===== config.mk =====
export PLATFORM = sky130hd
export DESIGN_NAME = cdb_arbiter_flat
export DESIGN_NICKNAME = d
export VERILOG_FILES = /design/src/rtl/cdb_arbiter_if.sv /design/src/rtl/cdb_arbiter.sv /design/src/flat_wrapper.sv
export SDC_FILE = /design/constraint.sdc
export NUM_CORES = 1
export LEC_CHECK = 0
export BUFFER_PORTS_ARGS = -buffer_cell sky130_fd_sc_hd__buf_2
export CORE_AREA = 2 2 145 147
export DETAILED_ROUTE_END_ITERATION = 6
export DIE_AREA = 0 0 147 149
export HOLD_SLACK_MARGIN = 0.02
export PLACE_DENSITY = 0.65
export SYNTH_ARGS = -nofsm -noshare
export SYNTH_HDL_FRONTEND = slang
export SYNTH_SLANG_ARGS = --single-unit

===== constraint.sdc =====
create_clock -name clk -period 7 [get_ports clk]
set_input_delay 0.35 -clock clk [delete_from_list [all_inputs] [get_ports clk]]
set_output_delay 0.35 -clock clk [all_outputs]
set_load 0.02 [all_outputs]

===== src/rtl/cdb_arbiter_if.sv =====
// Common data bus arbiter interface.
// Bundles the eight functional-unit result requests with the single broadcast
// bus they compete for.
//   req       : per-unit result-ready request (bit i = functional unit i)
//   data_in   : unit i result on [i*WIDTH +: WIDTH]
//   tag_in    : unit i tag on [i*TAG_W +: TAG_W]
//   stall     : bus consumers cannot accept a broadcast this cycle
//   flush     : pipeline flush, cancels the pending broadcast
//   gnt       : one-hot grant, combinational
//   sel       : binary index of the granted unit
//   cdb_valid : registered broadcast valid
//   cdb_data  : registered broadcast data
//   cdb_tag   : registered broadcast tag
//   dbg_ptr   : current round-robin priority pointer (observability only)
// Modports: master = the functional-unit / consumer side, slave = the arbiter.
interface cdb_arbiter_if #(
  parameter int WIDTH = 32,
  parameter int TAG_W = 6
);
  logic [7:0]         req;
  logic [8*WIDTH-1:0] data_in;
  logic [8*TAG_W-1:0] tag_in;
  logic               stall;
  logic               flush;
  logic [7:0]         gnt;
  logic [2:0]         sel;
  logic               cdb_valid;
  logic [WIDTH-1:0]   cdb_data;
  logic [TAG_W-1:0]   cdb_tag;
  logic [2:0]         dbg_ptr;

  modport master (
    output req, data_in, tag_in, stall, flush,
    input  gnt, sel, cdb_valid, cdb_data, cdb_tag, dbg_ptr
  );

  modport slave (
    input  req, data_in, tag_in, stall, flush,
    output gnt, sel, cdb_valid, cdb_data, cdb_tag, dbg_ptr
  );
endinterface


===== src/rtl/cdb_arbiter.sv =====
// Round-robin arbiter for the common data bus.
// Eight functional units request the bus. One is granted per cycle, searching
// upward from a 3-bit priority pointer with wrap-around. The granted unit's
// result and tag are registered onto the broadcast bus one cycle later.
// Ports:
//   clk   : rising-edge clock
//   rst_n : asynchronous active-low reset
//   bus   : cdb_arbiter_if.slave (requests, grant, broadcast outputs)
//
// Handshake: unit i holds req[i], its data and its tag stable until it sees
// gnt[i]=1 at a rising edge. That edge is the transfer. On the next cycle the
// unit either drops req[i] or presents a new result. No grant is issued while
// stall or flush is high, and a bit whose req is 0 is never granted.
module cdb_arbiter #(
  parameter int WIDTH = 32,
  parameter int TAG_W = 6
) (
  input  logic         clk,
  input  logic         rst_n,
  cdb_arbiter_if.slave bus
);

  logic [2:0]       r_ptr;
  logic             r_valid;
  logic [WIDTH-1:0] r_data;
  logic [TAG_W-1:0] r_tag;

  logic [7:0]       w_gnt;
  logic [2:0]       w_sel;
  logic [2:0]       w_idx;
  logic             w_found;

  // The grant is a pure function of req, stall, flush and ptr. The 3-bit add
  // wraps by itself, so the search visits ptr, ptr+1 .. ptr+7 modulo 8.
  always_comb begin
    w_gnt   = '0;
    w_sel   = '0;
    w_idx   = '0;
    w_found = 1'b0;
    if (!bus.stall && !bus.flush) begin
      for (int k = 0; k < 8; k++) begin
        w_idx = r_ptr + 3'(k);
        if (!w_found && bus.req[w_idx]) begin
          w_found = 1'b1;
          w_sel   = w_idx;
          w_gnt   = 8'b1 << w_idx;
        end
      end
    end
  end

  always_ff @(posedge clk or negedge rst_n) begin
    if (!rst_n) begin
      r_ptr   <= '0;
      r_valid <= 1'b0;
      r_data  <= '0;
      r_tag   <= '0;
    end else if (bus.flush) begin
      // Flush cancels the broadcast. The pointer holds because no grant occurred.
      r_valid <= 1'b0;
    end else if (w_found) begin
      r_ptr   <= w_sel + 3'd1;
      r_valid <= 1'b1;
      r_data  <= bus.data_in[int'(w_sel)*WIDTH +: WIDTH];
      r_tag   <= bus.tag_in[int'(w_sel)*TAG_W +: TAG_W];
    end else if (!bus.stall) begin
      r_valid <= 1'b0;
    end
    // While stalled with no flush, all broadcast registers hold.
  end

  assign bus.gnt       = w_gnt;
  assign bus.sel       = w_sel;
  assign bus.cdb_valid = r_valid;
  assign bus.cdb_data  = r_data;
  assign bus.cdb_tag   = r_tag;
  assign bus.dbg_ptr   = r_ptr;

endmodule


===== src/flat_wrapper.sv =====
// flat-port wrapper written by rule: the top's interface ports become plain ports
module cdb_arbiter_flat 
#(
  parameter int WIDTH = 32,
  parameter int TAG_W = 6
)
  (clk, rst_n, bus_req, bus_data_in, bus_tag_in, bus_stall, bus_flush, bus_gnt, bus_sel, bus_cdb_valid, bus_cdb_data, bus_cdb_tag, bus_dbg_ptr);
  cdb_arbiter_if #(.WIDTH(WIDTH), .TAG_W(TAG_W)) bus_i ();
  input  logic clk;
  input  logic rst_n;
  input wire logic [$bits(bus_i.req)-1:0] bus_req;
  input wire logic [$bits(bus_i.data_in)-1:0] bus_data_in;
  input wire logic [$bits(bus_i.tag_in)-1:0] bus_tag_in;
  input wire logic [$bits(bus_i.stall)-1:0] bus_stall;
  input wire logic [$bits(bus_i.flush)-1:0] bus_flush;
  output wire logic [$bits(bus_i.gnt)-1:0] bus_gnt;
  output wire logic [$bits(bus_i.sel)-1:0] bus_sel;
  output wire logic [$bits(bus_i.cdb_valid)-1:0] bus_cdb_valid;
  output wire logic [$bits(bus_i.cdb_data)-1:0] bus_cdb_data;
  output wire logic [$bits(bus_i.cdb_tag)-1:0] bus_cdb_tag;
  output wire logic [$bits(bus_i.dbg_ptr)-1:0] bus_dbg_ptr;
  assign bus_i.req = bus_req;
  assign bus_i.data_in = bus_data_in;
  assign bus_i.tag_in = bus_tag_in;
  assign bus_i.stall = bus_stall;
  assign bus_i.flush = bus_flush;
  assign bus_gnt = bus_i.gnt;
  assign bus_sel = bus_i.sel;
  assign bus_cdb_valid = bus_i.cdb_valid;
  assign bus_cdb_data = bus_i.cdb_data;
  assign bus_cdb_tag = bus_i.cdb_tag;
  assign bus_dbg_ptr = bus_i.dbg_ptr;
  cdb_arbiter #(.WIDTH(WIDTH), .TAG_W(TAG_W)) u_core (.clk(clk), .rst_n(rst_n), .bus(bus_i));
endmodule

==> flow_summary.rst <==
.. list-table::
   :header-rows: 1

   * - Metric
     - Value
   * - Status
     - completed
   * - Starting utilization of the core area
     - 26.1%
   * - Core area
     - 20600 µm²
   * - Post-synthesis register bit count
     - 42
   * - Clock buffers created by TritonCTS
     - 5
   * - P_leak
     - approximately 3.9 nW
   * - Final cell area excluding filler cells
     - ~7500 µm²
   * - Number of enable-type register cells in the synthesized netlist
     - 0
   * - Clk Tree Root Cell
     - sky130_fd_sc_hd__clkbuf_16
   * - Cts hold-fix bufs
     - 0
   * - Crit. End Element
     - flop
   * - Final setup TNS
     - 0 ns
   * - Detailed placement HPWL
     - ~18 mm
   * - Share of the cycle needed by the critical path after routing
     - 80.3%
   * - Maximum fanout count along the critical path
     - 47
   * - Area Overhead vs Synth
     - 40.0%
   * - Height of the die
     - 149 µm
   * - Placed instance area
     - between 7000 and 8000 µm²
   * - Global Route Usage Sum
     - between 20% and 30%
   * - Buffers on Ports
     - roughly 370
   * - Leading area contributor after synthesis
     - sky130_fd_sc_hd__mux2i_1
   * - Area share of the largest cell type after synthesis
     - a little under a quarter
   * - # setup viols final
     - 0
   * - Max-cap violations
     - 0
   * - Later-pin clock latency in the skew report
     - 0.29 ns
   * - Peak supply drop
     - 0.221 mV
   * - Number of iterations in the first detailed-routing pass
     - 6
   * - Final Routed Wirelength
     - 23.9 mm
   * - GP Congestion
     - 0.889
   * - Total congestion overflow
     - 0
   * - Type of the tightest min-delay check
     - in -> async
   * - Post-CTS setup buffer count
     - 0
   * - Count of cells resized by post-cts repair
     - 0
   * - Share of async-settable or async-resettable flops after synthesis
     - 100%
   * - Number of distinct library cells after synthesis
     - 48
   * - Final cell utilization of the core
     - 36.6%
   * - Clock transition time at the flip-flop clock pins of the worst setup and hold paths
     - 0.06 ns
   * - Maximum number of pins on one net before global-route repair
     - 94
   * - Worst Path Class, Setup
     - reg -> reg
   * - Via count of the first global-routing pass
     - 6351
   * - Io pins
     - 369
   * - Syn. warnings
     - 0
   * - Placement row count
     - 53
   * - Synthesized net count
     - 934
   * - Floorplan die width
     - 147 µm
   * - Number of max-slew violations in the final report
     - 0
   * - Worst Max-Slew Pin Slew
     - 1.16 ns
   * - Post-Syn Area per Cell
     - 8.82 µm²
   * - Total vias in the final route
     - approximately 6400
   * - Most common cell after layout, fill and taps aside
     - sky130_fd_sc_hd__buf_2
   * - Number of H-tree levels
     - 2
   * - Final Total Pwr
     - 3.00 mW
   * - Global-route wire length before repair
     - about 36 mm
   * - Count of nets after finishing
     - 1254
   * - Worst hold-check slack
     - ~0.25 ns
   * - Power per cell area
     - between 300 and 400 nW/µm²
   * - Top cells by area, synth
     - sky130_fd_sc_hd__mux2i_1, sky130_fd_sc_hd__dfrtp_1, sky130_fd_sc_hd__a221o_1
   * - Die Footprint
     - 21900 µm²
   * - Via density per instance
     - 5.32
   * - Max Freq
     - between 150 and 200 MHz
   * - Post-route clock skew
     - 0.00614 ns
   * - Number of standard cells after synthesis
     - 609
   * - Commonest non-fill, non-tap cells in the layout
     - sky130_fd_sc_hd__buf_2, sky130_fd_sc_hd__mux2i_1, sky130_fd_sc_hd__nand2_1
   * - CTS tree
     - built
   * - Antenna violations before repair
     - 3
   * - Post-layout minimum cycle time
     - 5.62 ns
   * - CP Data Arrival Time
     - 5.84 ns
   * - Sequential share of the synthesized area
     - 19.6%
   * - Category of the worst setup path launch point
     - flop
   * - Longest Clk Path Bufs
     - 2
   * - Share of layout cells above drive strength 1
     - 44.7%
   * - Count of nets left with antenna violations after detail routing
     - 0
   * - Primary FF master, synth
     - sky130_fd_sc_hd__dfrtp_1
   * - First-iteration detailed-routing DRC count
     - between 400 and 500
   * - Headroom to the max-slew limit
     - 22.5%
   * - Residual DRC
     - 0
   * - Worst EP required
     - 7.22 ns
   * - Per-cell routed wire length
     - 19.8 µm
   * - Cell Area, Synth
     - 5370 µm²
   * - Count of final hold-check violations
     - 0
   * - Number of sinks on the clock net
     - 42
   * - RSZ-0062 raised after global routing
     - false
-- cells by family after synthesis --
family,synth area share [%]
simple gates,14.9
compound gates,25.2
mux,31.0
buf+inv,6.43
flops,19.6
fa+ha+maj,2.10
xor+xnor,0.815
-- layer usage --
layer | part of all wire, % | GRT usage, % | routed length, µm
met1 | 42 | 26.8 | 9930
met2 | 50 | 35.8 | 12000
met3 | 6.4 | 3.36 | 1530
met4 | 1.8 | 5.82 | 425
met5 | 0.054 | 0 | 13
-- stage by stage --
stage / cells / setup WS [ns]
6_report: 1207 / 1.38
5_1_grt: 1205 / 0.863
4_1_cts: 1204 / 1.36
3_5_place_dp: 1197 / 1.38
3_3_place_gp: 1197 / 1.41
2_1_floorplan: 609 / 2.66
-- power breakdown --
part / switching [mW] / internal, mW
clock: 0.101 / 0.131
sequential: 0.103 / 0.363
combinational: 1.39 / 0.909
total: 1.60 / 1.40
-- critical path: stages (launching register included) --
cell and delay (ns):
sky130_fd_sc_hd__dfrtp_1 0.78, sky130_fd_sc_hd__inv_1 0.44, sky130_fd_sc_hd__ha_1 0.73, sky130_fd_sc_hd__mux4_2 0.58, sky130_fd_sc_hd__mux2_1 0.36, sky130_fd_sc_hd__nor4_4 0.32
sky130_fd_sc_hd__nand3_1 0.22, sky130_fd_sc_hd__a41oi_4 0.34, sky130_fd_sc_hd__nand2_8 0.28, sky130_fd_sc_hd__inv_2 0.54, sky130_fd_sc_hd__buf_4 0.33, sky130_fd_sc_hd__nand2_1 0.07
sky130_fd_sc_hd__a311oi_1 0.36, sky130_fd_sc_hd__a221o_1 0.16
-- path summary, 6_finish.rpt --
path	depth (start not counted)	endpoint	slack, ns	from
max	13	u_core.bus.cdb_data[26]$_DFFE_PN0P_	1.38	u_core.bus.dbg_ptr[0]$_DFFE_PN0P_
min	1	u_core.bus.cdb_data[13]$_DFFE_PN0P_	0.25	rst_n
max reg2reg	13	u_core.bus.cdb_data[26]$_DFFE_PN0P_	1.38	u_core.bus.dbg_ptr[0]$_DFFE_PN0P_
min reg2reg	1	u_core.bus.cdb_tag[3]$_DFFE_PN0P_	0.51	u_core.bus.cdb_tag[3]$_DFFE_PN0P_
max in group asynchronous	1	u_core.bus.dbg_ptr[0]$_DFFE_PN0P_	6.10	rst_n
min in group clk	2	u_core.bus.cdb_valid$_DFFE_PN0P_	0.28	bus_flush
-- Yosys cell counts (2+ instances only) --
cell type	number
sky130_fd_sc_hd__mux2i_1	122
sky130_fd_sc_hd__clkbuf_1	32
sky130_fd_sc_hd__inv_2	2
sky130_fd_sc_hd__mux2_1	6
sky130_fd_sc_hd__buf_2	24
sky130_fd_sc_hd__nand3_1	7
sky130_fd_sc_hd__buf_6	6
sky130_fd_sc_hd__a31oi_1	3
sky130_fd_sc_hd__dfrtp_1	42
sky130_fd_sc_hd__and2_1	2
sky130_fd_sc_hd__nor2_1	7
sky130_fd_sc_hd__a221o_1	39
sky130_fd_sc_hd__o22ai_1	3
sky130_fd_sc_hd__xnor2_1	3
sky130_fd_sc_hd__xor2_1	2
sky130_fd_sc_hd__a21o_1	3
sky130_fd_sc_hd__a21oi_1	11
sky130_fd_sc_hd__and3_1	40
sky130_fd_sc_hd__mux2_2	3
sky130_fd_sc_hd__a222oi_1	6
sky130_fd_sc_hd__a211oi_1	41
sky130_fd_sc_hd__mux4_2	14
sky130_fd_sc_hd__nor3_1	4
sky130_fd_sc_hd__nand4_1	3
sky130_fd_sc_hd__o21ai_0	10
sky130_fd_sc_hd__ha_1	9
sky130_fd_sc_hd__a21boi_0	2
sky130_fd_sc_hd__a311oi_1	38
sky130_fd_sc_hd__nand2_1	100
sky130_fd_sc_hd__or2_2	2
sky130_fd_sc_hd__mux2_4	2
sky130_fd_sc_hd__inv_1	5
-- area by class of cell --
type / instances / area [µm²]
flip-flops and latches: 42 / 1050
repair buffers: 377 / 1930
diodes: 3 / 7.51
multi-input cells: 496 / 4020
inverters: 7 / 26.3
clock buffers: 6 / 129
well taps: 275 / 344
clock inverters: 1 / 7.51
fillers: 2165 / 13000
-- flip-flops by register name, summed over array words and instances, names as in the netlist --
| signal | cells |
|---|---|
| u_core.bus.cdb_data | 32 |
| u_core.bus.cdb_tag | 6 |
| u_core.bus.cdb_valid | 1 |
| u_core.bus.dbg_ptr | 3 |
(Power assumes the default switching activity.)
